## config.mk

```make
export PLATFORM = sky130hd
export DESIGN_NAME = fb_port_arbiter
export DESIGN_NICKNAME = d
export VERILOG_FILES = /design/src/rtl/fb_arb_pkg.sv /design/src/rtl/fb_rd_tag_pipe.sv /design/src/rtl/fb_port_arbiter.sv
export SDC_FILE = /design/constraint.sdc
export NUM_CORES = 1
export LEC_CHECK = 0
export ABC_AREA = 1
export BUFFER_PORTS_ARGS = -buffer_cell sky130_fd_sc_hd__buf_2
export CAP_MARGIN = 20
export CORE_ASPECT_RATIO = 1.4
export CORE_MARGIN = 2
export CORE_UTILIZATION = 44
export DETAILED_ROUTE_END_ITERATION = 12
export GPL_TIMING_DRIVEN = 0
export PLACE_DENSITY = 0.87
export SLEW_MARGIN = 20
export SYNTH_ARGS = -nofsm -noshare
export SYNTH_HDL_FRONTEND = slang
export SYNTH_SLANG_ARGS = --single-unit
```

## constraint.sdc

```tcl
create_clock -name CLK -period 3.24 [get_ports CLK]
set_input_delay 0.648 -clock CLK [delete_from_list [all_inputs] [get_ports CLK]]
set_output_delay 0.648 -clock CLK [all_outputs]
set_load 0.005 [all_outputs]
```

## src/rtl/fb_arb_pkg.sv

```systemverilog
// Shared types and framebuffer geometry for the framebuffer port arbiter
// and the scanout address generator.
package fb_arb_pkg;

    typedef enum logic [1:0] {
        TAG_NONE = 2'd0,
        TAG_SCAN = 2'd1,
        TAG_HOST = 2'd2
    } tag_t;

    typedef enum logic [1:0] {
        GNT_NONE = 2'd0,
        GNT_SCAN = 2'd1,
        GNT_WR   = 2'd2,
        GNT_HOST = 2'd3
    } gnt_t;

    localparam int HSIZE    = 640;
    localparam int VSIZE    = 480;
    localparam int FB_WORDS = HSIZE * VSIZE;

    function automatic logic [15:0] sat_inc16(input logic [15:0] v);
        return (v == 16'hFFFF) ? v : v + 16'd1;
    endfunction

endpackage

```

## src/rtl/fb_rd_tag_pipe.sv

```systemverilog
// Read-tag delay line matching the BRAM read latency; the last stage tells
// the arbiter which requester owns the data currently on bram_rdata.
module fb_rd_tag_pipe
    import fb_arb_pkg::*;
#(
    parameter int RD_LAT = 1
) (
    input  logic CLK,
    input  logic RESET,
    input  tag_t tag_in,
    output tag_t tag_out
);

    genvar gi;
    generate
        for (gi = 0; gi < RD_LAT; gi++) begin : g_stage
            tag_t tag_reg;
            if (gi == 0) begin : g_head
                always_ff @(posedge CLK or posedge RESET) begin
                    if (RESET) tag_reg <= TAG_NONE;
                    else       tag_reg <= tag_in;
                end
            end else begin : g_tail
                always_ff @(posedge CLK or posedge RESET) begin
                    if (RESET) tag_reg <= TAG_NONE;
                    else       tag_reg <= g_stage[gi-1].tag_reg;
                end
            end
        end
    endgenerate

    assign tag_out = g_stage[RD_LAT-1].tag_reg;

endmodule

```

## src/rtl/fb_port_arbiter.sv

```systemverilog
// Single-port framebuffer BRAM arbiter: scanout has absolute priority, writer
// and host share the leftover cycles round-robin; reports starvation stats.
module fb_port_arbiter
    import fb_arb_pkg::*;
#(
    parameter int ADDR_W   = 19,
    parameter int DATA_W   = 16,
    parameter int RD_LAT   = 1,
    parameter int MAX_WAIT = 31
) (
    input  logic              CLK,
    input  logic              RESET,
    input  logic              scan_req,
    input  logic [ADDR_W-1:0] scan_addr,
    output logic [DATA_W-1:0] scan_rdata,
    output logic              scan_rvalid,
    input  logic              wr_valid,
    output logic              wr_ready,
    input  logic [ADDR_W-1:0] wr_addr,
    input  logic [DATA_W-1:0] wr_data,
    input  logic              hrd_valid,
    output logic              hrd_ready,
    input  logic [ADDR_W-1:0] hrd_addr,
    output logic [DATA_W-1:0] hrd_rdata,
    output logic              hrd_rvalid,
    output logic              bram_en,
    output logic              bram_we,
    output logic [ADDR_W-1:0] bram_addr,
    output logic [DATA_W-1:0] bram_wdata,
    input  logic [DATA_W-1:0] bram_rdata,
    input  logic              starve_clr,
    output logic [1:0]        starve_flag,
    output logic [15:0]       blocked_cnt
);

    localparam int WAIT_W = ($clog2(MAX_WAIT + 1) < 5) ? 5 : $clog2(MAX_WAIT + 1);
    localparam logic [WAIT_W-1:0] WAIT_MAX = WAIT_W'(MAX_WAIT);
    localparam logic [WAIT_W-1:0] WAIT_ONE = WAIT_W'(1);

    gnt_t        gnt;
    tag_t        tag_in;
    tag_t        tag_last;
    logic        rr_ptr_reg, rr_ptr_next;
    logic [1:0]  starve_reg, starve_next, starve_set;
    logic [15:0] blocked_reg, blocked_next;
    logic [1:0]  req_valid, req_ready;

    // rr_ptr: 0 = writer's turn, 1 = host's turn when both are waiting
    always_comb begin
        gnt = GNT_NONE;
        if (scan_req)                    gnt = GNT_SCAN;
        else if (wr_valid && hrd_valid)  gnt = rr_ptr_reg ? GNT_HOST : GNT_WR;
        else if (wr_valid)               gnt = GNT_WR;
        else if (hrd_valid)              gnt = GNT_HOST;
    end

    always_comb begin
        bram_addr   = '0;
        bram_wdata  = '0;
        tag_in      = TAG_NONE;
        rr_ptr_next = rr_ptr_reg;
        case (gnt)
            GNT_SCAN: begin
                bram_addr = scan_addr;
                tag_in    = TAG_SCAN;
            end
            GNT_WR: begin
                bram_addr   = wr_addr;
                bram_wdata  = wr_data;
                rr_ptr_next = 1'b1;
            end
            GNT_HOST: begin
                bram_addr   = hrd_addr;
                tag_in      = TAG_HOST;
                rr_ptr_next = 1'b0;
            end
            default: ;
        endcase
    end

    assign bram_en   = (gnt != GNT_NONE);
    assign bram_we   = (gnt == GNT_WR);
    assign wr_ready  = (gnt == GNT_WR);
    assign hrd_ready = (gnt == GNT_HOST);

    fb_rd_tag_pipe #(
        .RD_LAT (RD_LAT)
    ) u_tag_pipe (
        .CLK     (CLK),
        .RESET   (RESET),
        .tag_in  (tag_in),
        .tag_out (tag_last)
    );

    assign scan_rvalid = (tag_last == TAG_SCAN);
    assign hrd_rvalid  = (tag_last == TAG_HOST);
    assign scan_rdata  = bram_rdata;
    assign hrd_rdata   = bram_rdata;

    // Bit 0 tracks the writer, bit 1 the host.
    assign req_valid = {hrd_valid, wr_valid};
    assign req_ready = {hrd_ready, wr_ready};

    genvar gi;
    generate
        for (gi = 0; gi < 2; gi++) begin : g_wait
            logic [WAIT_W-1:0] wait_reg, wait_next;

            // Saturating at MAX_WAIT keeps the set condition asserted while starved.
            always_comb begin
                wait_next = '0;
                if (req_valid[gi] && !req_ready[gi])
                    wait_next = (wait_reg == WAIT_MAX) ? wait_reg : wait_reg + WAIT_ONE;
            end

            assign starve_set[gi] = (wait_next == WAIT_MAX);

            always_ff @(posedge CLK or posedge RESET) begin
                if (RESET) wait_reg <= '0;
                else       wait_reg <= wait_next;
            end
        end
    endgenerate

    assign starve_next  = (starve_clr ? 2'b00 : starve_reg) | starve_set;
    assign blocked_next = (scan_req && (wr_valid || hrd_valid)) ? sat_inc16(blocked_reg)
                                                               : blocked_reg;

    always_ff @(posedge CLK or posedge RESET) begin
        if (RESET) begin
            rr_ptr_reg  <= 1'b0;
            starve_reg  <= 2'b00;
            blocked_reg <= 16'd0;
        end else begin
            rr_ptr_reg  <= rr_ptr_next;
            starve_reg  <= starve_next;
            blocked_reg <= blocked_next;
        end
    end

    assign starve_flag = starve_reg;
    assign blocked_cnt = blocked_reg;

endmodule

```

==> flow_summary.ini <==
[die]
rows = 32
fp.coreArea_sq_um = 5450
boundaryPins = 186
start_util = 0.448
die-area_sq_um = 6170
die_h_um = 92.1
chipWidth_um = 66.9

[cts]
cts_tree = built
cts_resized = 0
clk_pin_slew_ps = 60
htree_levels = 2
clk_latency_ps = 280
cts_setup_buffers = 0
cts_hold_buf = 0
cts_root_buf = clkbuf_8
clock_sinks = 31
cts_made_buffers = 5
clk_path_buf_depth = 2

[sta]
drv_slew = 0
setup_viol = 0
finalHoldViolCount = 0
rsz0062_at_grt = no
worstMarginPinSlew_ps = 654
maxSlewHeadroom = 0.563
fin_skew_ps = 6.63
fin_tns_setup_ps = 0
fmaxAchievable_ghz = 0.406
fin_crit_sh = 0.761
min_period_ps = 2460

[status]
status = complete, no violations

[synthesis]
ys_types = 23
ys_seq_elements = 31
syn_area_sq_um = 2440
ys.flop_type = dfrtp_1
synth_fp_nets = 478
synthArstFlopShare = 1.00
synth-edff-count = 0
synth-seq-area-share = 0.318
yosysWarnings = 0
syn_inst = 380
syn_area_per_cell_sq_um = 6.42

[routing]
vias = 3021
drt_wl_total_um = 8220
first_iter_violations = 213
antenna_left = 0
drc = 0
firstDrtPassIters = 4
wire_per_inst_um = 13.1
via_per_inst = 4.80

[hold_path]
hp-class = input port to asynchronous set/reset pin

[power_and_ir_drop]
powerDensity_nw_per_um2 = 333
p_leak_uw = 0.00208
ir_worst_vdd_uv = 160

[flow_run]
cap_violations = 0

[critical_path]
r2r_end = blocked_cnt[4]
cp_slowest_cell = clkbuf_1
critPathMaxStageDelay_ps = 330
required_ps = 2590
path_max_fanout = 10
worstPathCellList = buf_2 > nor2_1 > nor2_1 > nand2_1 > buf_4 > clkbuf_1 > nor2_1 > buf_2
crit_top_cell = nor2_1
r2r.worst_path.cells = 9
rr_startpoint = blocked_cnt[1]
start_kind = input port
r2r_slack_ps = 1490
arrival_ps = 1820
crit_type = input port to output port
endpoint_kind = output port

[final_layout]
most-common-layout-cells = buf_2, nand2_1, nor2_1
fin_nets = 654
fillers = 534
fin_area_sq_um = 3460
layout_commonest_cell = buf_2
drive_gt1_frac = 0.393
synthToLayoutAreaGrowth_pct = 42.0
largest_reg_flops = 16

[place]
dp_hpwl_um = 6890
routabilityCongestion = 0.910
place_area_sq_um = 3370
portBuffers = 169

[grt]
grt_max_degree = 32
grt_pass1_vias = 2856
grt_overflow_total = 0
grt_use_total = 0.266
grt_pass1_wl_um = 12600
antenna_found_initial = 4
area by class of cell:
type | count | area, sq um | area share
multi-input cells | 264 | 1200 | 0.346
repair buffers | 169 | 846 | 0.244
flip-flops and latches | 31 | 776 | 0.224
plain buffers | 44 | 308 | 0.0888
inverters | 41 | 158 | 0.0455
well taps | 68 | 85.1 | 0.0246
clock buffers | 7 | 76.3 | 0.0220
diodes | 5 | 12.5 | 0.00361
clock inverters | 1 | 5.00 | 0.00144
metrics by stage:
step	hold WS, ps	std cells	total power [uW]	utilization	worst slack (ps)
final	449	630	1160	0.636	776
after global routing	506	626	1230	0.634	598
after CTS	479	625	1160	0.634	781
after detailed placement	490	617	869	0.619	783
after global placement	487	617	850	0.619	791
after floorplan	471	380	686	-	1180
critical path: cells and delay by family:
kind / cells / cell delay [ps]
buf+inv: 4 / 770
simple gates: 4 / 390
Yosys cell counts, types with 2 or more instances:
master | number | share of area
a21oi_1 | 5 | 0.010
buf_4 | 34 | 0.10
buf_6 | 2 | 0.0092
clkbuf_1 | 8 | 0.012
dfrtp_1 | 31 | 0.32
ha_1 | 3 | 0.015
inv_1 | 39 | 0.060
nand2_1 | 145 | 0.22
nand2_2 | 2 | 0.0051
nand3_1 | 33 | 0.068
nand4_1 | 6 | 0.015
nor2_1 | 44 | 0.068
o21ai_0 | 6 | 0.012
xnor2_1 | 12 | 0.043
xor2_1 | 2 | 0.0072
worst max-delay path by stage:
stage | from | endpoint | slack, ps | cells past startpoint
floorplan | wr_valid | bram_wdata[10] | 1180 | 6
global placement | wr_valid | bram_wdata[5] | 790 | 8
detailed placement | wr_valid | bram_wdata[14] | 780 | 8
CTS | wr_valid | bram_wdata[14] | 780 | 8
global route | wr_valid | bram_wdata[6] | 600 | 8
finish | wr_valid | bram_wdata[14] | 780 | 8
routing by layer:
layer  vias to the layer above  global-route usage  part of all wire
met1                      1335               0.311              0.36
met5                         -                   0            0.0033
met3                        20               0.102              0.14
met4                         4              0.0765             0.016
met2                       173               0.446              0.48
li1                       1489                   -                 -
power breakdown:
group,internal (uW),switching (uW)
combinational,192,185
clock,150,138
sequential,426,63.7
total,768,387
logic make-up after synthesis:
logic type	after synthesis	share of synthesized area
adder cells (fa/ha/maj)	3	0.0154
XOR/XNOR	14	0.0503
AO/OA/AOI/OAI	13	0.0323
flip-flops	31	0.318
buffers and inverters	85	0.191
AND/OR/NAND/NOR	234	0.393
Note: power is estimated with default switching activity, not from simulation.
